File: src/rtl/vpu_writeback.sv
// Write-back stage: absorbs bias-stage results into a small FIFO and commits them to the
// Unified Buffer at base_addr + k*stride over a request/grant port.
module vpu_writeback #(
    parameter int unsigned DATA_WIDTH = 32,
    parameter int unsigned ADDR_WIDTH = 16,
    parameter int unsigned CNT_WIDTH  = 16,
    parameter int unsigned FIFO_DEPTH = 8,
    localparam int unsigned PTR_W     = $clog2(FIFO_DEPTH),
    localparam int unsigned LVL_W     = PTR_W + 1
) (
    input  logic                  clk,
    input  logic                  rst,
    input  logic                  start,
    input  logic [ADDR_WIDTH-1:0] base_addr,
    input  logic [ADDR_WIDTH-1:0] stride,
    input  logic [CNT_WIDTH-1:0]  num_elems,
    input  logic [DATA_WIDTH-1:0] wb_data_in,
    input  logic                  wb_valid_in,
    output logic                  ub_wr_req,
    output logic [ADDR_WIDTH-1:0] ub_wr_addr,
    output logic [DATA_WIDTH-1:0] ub_wr_data,
    input  logic                  ub_wr_gnt,
    output logic                  busy,
    output logic                  done,
    output logic                  overflow_err,
    output logic [LVL_W-1:0]      fifo_level
);

    typedef enum logic [1:0] {StIdle, StRun, StDone} state_e;

    state_e                state_q;
    logic [ADDR_WIDTH-1:0] cur_addr_q;
    logic [ADDR_WIDTH-1:0] stride_q;
    logic [CNT_WIDTH-1:0]  num_q;
    logic [CNT_WIDTH-1:0]  rx_cnt_q;
    logic [CNT_WIDTH-1:0]  wr_cnt_q;
    logic [PTR_W-1:0]      wr_ptr_q;
    logic [PTR_W-1:0]      rd_ptr_q;
    logic [DATA_WIDTH-1:0] mem_q [FIFO_DEPTH];

    logic full, push, pop, push_ok, drop, last_commit;

    always_comb begin
        full        = (fifo_level == LVL_W'(FIFO_DEPTH));
        ub_wr_req   = (state_q == StRun) && (fifo_level != '0);
        pop         = ub_wr_req && ub_wr_gnt;
        push        = (state_q == StRun) && wb_valid_in && (rx_cnt_q < num_q);
        // A pop in the same cycle frees the slot, so a push into a full FIFO survives.
        push_ok     = push && (!full || pop);
        drop        = push && full && !pop;
        last_commit = pop && (wr_cnt_q == num_q - CNT_WIDTH'(1));
    end

    assign ub_wr_addr = cur_addr_q;
    assign ub_wr_data = mem_q[rd_ptr_q];
    assign busy       = (state_q != StIdle);
    assign done       = (state_q == StDone);

    always_ff @(posedge clk) begin
        if (rst) begin
            state_q      <= StIdle;
            cur_addr_q   <= '0;
            stride_q     <= '0;
            num_q        <= '0;
            rx_cnt_q     <= '0;
            wr_cnt_q     <= '0;
            wr_ptr_q     <= '0;
            rd_ptr_q     <= '0;
            fifo_level   <= '0;
            overflow_err <= 1'b0;
            for (int i = 0; i < int'(FIFO_DEPTH); i++) mem_q[i] <= '0;
        end else begin
            if (push_ok) begin
                mem_q[wr_ptr_q] <= wb_data_in;
                wr_ptr_q        <= wr_ptr_q + PTR_W'(1);
            end
            if (pop) begin
                rd_ptr_q   <= rd_ptr_q + PTR_W'(1);
                cur_addr_q <= cur_addr_q + stride_q;
                wr_cnt_q   <= wr_cnt_q + CNT_WIDTH'(1);
            end
            if (push) rx_cnt_q <= rx_cnt_q + CNT_WIDTH'(1);
            if (drop) overflow_err <= 1'b1;
            fifo_level <= fifo_level + LVL_W'(push_ok) - LVL_W'(pop);

            unique case (state_q)
                StIdle: begin
                    if (start) begin
                        cur_addr_q   <= base_addr;
                        stride_q     <= stride;
                        num_q        <= num_elems;
                        rx_cnt_q     <= '0;
                        wr_cnt_q     <= '0;
                        wr_ptr_q     <= '0;
                        rd_ptr_q     <= '0;
                        fifo_level   <= '0;
                        overflow_err <= 1'b0;
                        state_q      <= (num_elems == '0) ? StDone : StRun;
                    end
                end
                StRun: begin
                    if (last_commit) state_q <= StDone;
                end
                StDone: state_q <= StIdle;
                default: state_q <= StIdle;
            endcase
        end
    end

endmodule
File: config.mk
export PLATFORM = sky130hd
export DESIGN_NAME = vpu_writeback
export DESIGN_NICKNAME = d
export VERILOG_FILES = /design/src/rtl/vpu_writeback.sv
export SDC_FILE = /design/constraint.sdc
export NUM_CORES = 1
export LEC_CHECK = 0
export ABC_AREA = 1
export CELL_PAD_IN_SITES_DETAIL_PLACEMENT = 0
export CELL_PAD_IN_SITES_GLOBAL_PLACEMENT = 1
export CORE_AREA = 2 2 191 193
export CTS_CLUSTER_SIZE = 25
export DETAILED_ROUTE_END_ITERATION = 10
export DIE_AREA = 0 0 193 195
export PLACE_DENSITY_LB_ADDON = 0.05
export RECOVER_POWER = 50
export SYNTH_ARGS = -nofsm -noshare
export SYNTH_HDL_FRONTEND = slang
export SYNTH_SLANG_ARGS = --single-unit
File: constraint.sdc
create_clock -name clk -period 8 [get_ports clk]
set_input_delay 1.6 -clock clk [delete_from_list [all_inputs] [get_ports clk]]
set_output_delay 1.6 -clock clk [all_outputs]
set_load 0.05 [all_outputs]
==> impl_metrics.yaml <==
outcome:
  status: "finished, violations left"
  violations: "capacitance limit, slew limit"
route:
  post_drt_wl_per_cell_microns: 18.3
  viasPerCell: 5.34
  highest_layer: "met4"
  wl_microns: 45400
  ant_nets: 0
  drt_iter0_drc: 909
  wl_met3_microns: 2240
  route.met2.wl_microns: 22700
  firstDrtPassIters: 5
  met1_length_microns: 19400
  routed-via-count: 13300
  drc_errors: 0
die:
  row_count: 69
  die_w_microns: 193
  ios: 141
  die_area_sq_um: 37600
  start_util_pct: 47.9
  core-area_sq_um: 35400
  fp.dieH_microns: 195
layout:
  layout-drive-gt1-share_pct: 4.74
  seqCellArea_sq_um: 9550
  nFillCells: 3277
  n_antenna_cell: 0
  syn2layout_area_growth_pct: 16.4
  nets: 2121
  final_util_pct: 55.8
  multi_input_area_sq_um: 6300
yosys:
  synth_warnings: 0
  synth_area_sq_um: 17000
  ys_top_cells_by_count: "584 x nor2_1, 256 x edfxtp_1, 193 x nand2_1, 193 x o21ai_0, 134 x inv_1"
  ys.flop_type: "edfxtp_1"
  async_flop_share_pct: 0
  synth-seq-cells: 349
  synth_cell_types: 40
  synth.most_common_cell: "nor2_1"
  yosysTopAreaCellShare_pct: 45.3
  synth.net_count: 2014
  synth_top_area_cell: "edfxtp_1"
  syn_inst: 1887
  synth.yosys.seq_area_share_pct: 56.3
  synth.avg_cell_area_sq_um: 8.99
  synthTopCellsByArea: "edfxtp_1 45%, nor2_1 13%, dfxtp_1 11%"
  synth_edf_count: 256
clock_tree:
  cts_root_buf: "clkbuf_16"
  hold_buffers: 0
  htreeDepth: 2
  clkTransAtPathRegs_ns: 0.06
  clkLatencyLatePin_ns: 0.53
  cts_resized: 0
  cts_buffer_depth: 3
  numCtsBuffers: 40
  cts.sinks: 349
  cts_tree: "yes"
  cts_setup_buffers: 0
timing:
  tns_ns: 0
  relSlewSlack_pct: -30.6
  post-route-min-period_ns: 6.49
  period_share_pct: 81.1
  worst_pin_slew_ns: 1.96
  slew_violations: 246
  rsz0062_at_grt: "no"
  max_freq_mhz: 154
  clock_skew_ns: 0.0120
  hold_viol: 0
  holdWs_ns: 0.471
  worst_slack_ns: 1.51
  setup_violations: 0
critical_path:
  worstPathRequired_ns: 8.25
  crit_type: "input port to flop"
  reg2reg_from: "fifo_level[2]$_SDFF_PP0_"
  crit_arrival_ns: 6.74
  critPathMaxFanout: 33
  critPathLaunchType: "input port"
  reg2reg_to: "mem_q[4][4]$_SDFFCE_PN0P_"
  endpoint_kind: "flop"
  reg2reg_depth: 11
  reg2reg_slack_ns: 2.47
worst_hold_path:
  min_from: "overflow_err$_SDFF_PP0_"
  min_path_type: "flop to flop"
  hold_depth: 1
  holdPathEnd: "overflow_err$_SDFF_PP0_"
grt:
  grt_pass1_wl_microns: 71700
  grt_start_max_net_pins: 87
  grt_pass1_vias: 13200
  track_usage_pct: 24.4
  antenna_found_initial: 0
  grt_overflow_total: 0
pwr:
  intPower_w: 0.00326
  power_density_nw_per_um2: 227
  vdd_drop_max_v: 0.000139
  p_sw_w: 0.00123
  p_seq_share_pct: 46.3
  pwr-share-clk_pct: 39.1
  p_leak_nw: 8.11
  swShare_pct: 27.3
  comb_power_share_pct: 14.7
placed_design:
  hpwl_microns: 28300
  io_buffer_count: 140
  routabilityCongestion: 0.819
  dp_slack_ns: 2.78
run:
  cap_violations: 9
==> area by class of cell <==
cell class / instances / area share [%]
flip-flops and latches: 349 / 48.4
multi-input cells: 1306 / 31.9
repair buffers: 158 / 7.73
clock buffers: 51 / 5.44
well taps: 461 / 2.92
inverters: 139 / 2.65
clock inverters: 23 / 0.894
==> stage by stage <==
stage	cell area (sq um)	instances	power (W)
floorplan	17000	1887	0.00255
global placement	18600	2413	0.00278
detailed placement	18600	2413	0.00279
CTS	19800	2487	0.00453
global route	19700	2487	0.00468
finish	19700	2487	0.00449
==> how the worst max path moves through the flow <==
stage / startpoint / endpoint / slack [ns] / cells past startpoint
after floorplan: rd_ptr_q[0]$_SDFF_PP0_ / ub_wr_data[11] / 4.26 / 7
after global placement: rd_ptr_q[0]$_SDFF_PP0_ / ub_wr_data[25] / 2.79 / 7
after detailed placement: rd_ptr_q[0]$_SDFF_PP0_ / ub_wr_data[26] / 2.78 / 7
after CTS: rd_ptr_q[0]$_SDFF_PP0_ / ub_wr_data[19] / 2.20 / 7
after global routing: ub_wr_gnt / mem_q[4][4]$_SDFFCE_PN0P_ / 1.19 / 9
final: ub_wr_gnt / mem_q[4][4]$_SDFFCE_PN0P_ / 1.51 / 9
==> flip-flops by register name (all words and copies together) (netlist names) <==
signal / count
mem_q: 256
wr_cnt_q: 16
num_q: 16
stride_q: 16
ub_wr_addr: 16
fifo_level: 4
rd_ptr_q: 3
overflow_err: 1
rx_cnt_q: 16
state_q: 2
wr_ptr_q: 3
==> cells in the final DEF, fill, tap and decap left out, types with 11 or more instances in the layout <==
| master | synthesis | final |
|---|---|---|
| nor2_1 | 584 | 584 |
| edfxtp_1 | 256 | 256 |
| nand2_1 | 193 | 199 |
| o21ai_0 | 193 | 193 |
| inv_1 | 134 | 132 |
| clkdlybuf4s50_1 | 0 | 118 |
| dfxtp_1 | 93 | 91 |
| nand3_1 | 51 | 51 |
| a21oi_1 | 42 | 42 |
| clkbuf_16 | 0 | 41 |
| ha_1 | 40 | 40 |
| xor2_1 | 37 | 37 |
| o22ai_1 | 34 | 34 |
| a31oi_1 | 33 | 33 |
| dlygate4sd3_1 | 0 | 22 |
| nor3_1 | 21 | 21 |
| a22o_1 | 15 | 15 |
| buf_4 | 0 | 15 |
| clkbuf_1 | 52 | 12 |
| nand4_1 | 10 | 11 |
==> cells by family (layout without fill, tap and decap cells) <==
logic type | count (synthesis) | count (layout) | share of synthesized area, %
AO/OA/AOI/OAI | 331 | 331 | 10.8
XOR/XNOR | 44 | 44 | 2.27
flip-flops | 349 | 349 | 56.3
AND/OR/NAND/NOR | 889 | 889 | 21.3
buffers and inverters | 232 | 371 | 6.16
adder cells (fa/ha/maj) | 42 | 42 | 3.19
==> critical path: stages <==
cell and delay (ns):
dlygate4sd3_1 0.53, nand3_1 0.08, clkbuf_1 1.15, nand2_1 0.18, nand4_1 0.42, nor2_8 0.08, nand2_1 1.15, nand2_1 1.01
buf_4 0.52
==> routing by layer <==
metal / global-route usage [%] / vias to the layer above
met5: 0 / -
met4: 7.04 / 0
met3: 3.07 / 74
met2: 43.1 / 359
met1: 31.2 / 6293
li1: - / 6551
==> power by group through the flow <==
stage | sequential [W] | combinational [W] | clock (W)
final | 0.00208 | 0.000659 | 0.00175
after detailed placement | 0.00211 | 0.000672 | 0
after CTS | 0.00208 | 0.000675 | 0.00178
after global placement | 0.00211 | 0.000667 | 0
after floorplan | 0.00214 | 0.000416 | 0
after global routing | 0.00209 | 0.000732 | 0.00186
No activity file was read; power rests on OpenSTA's default activity.
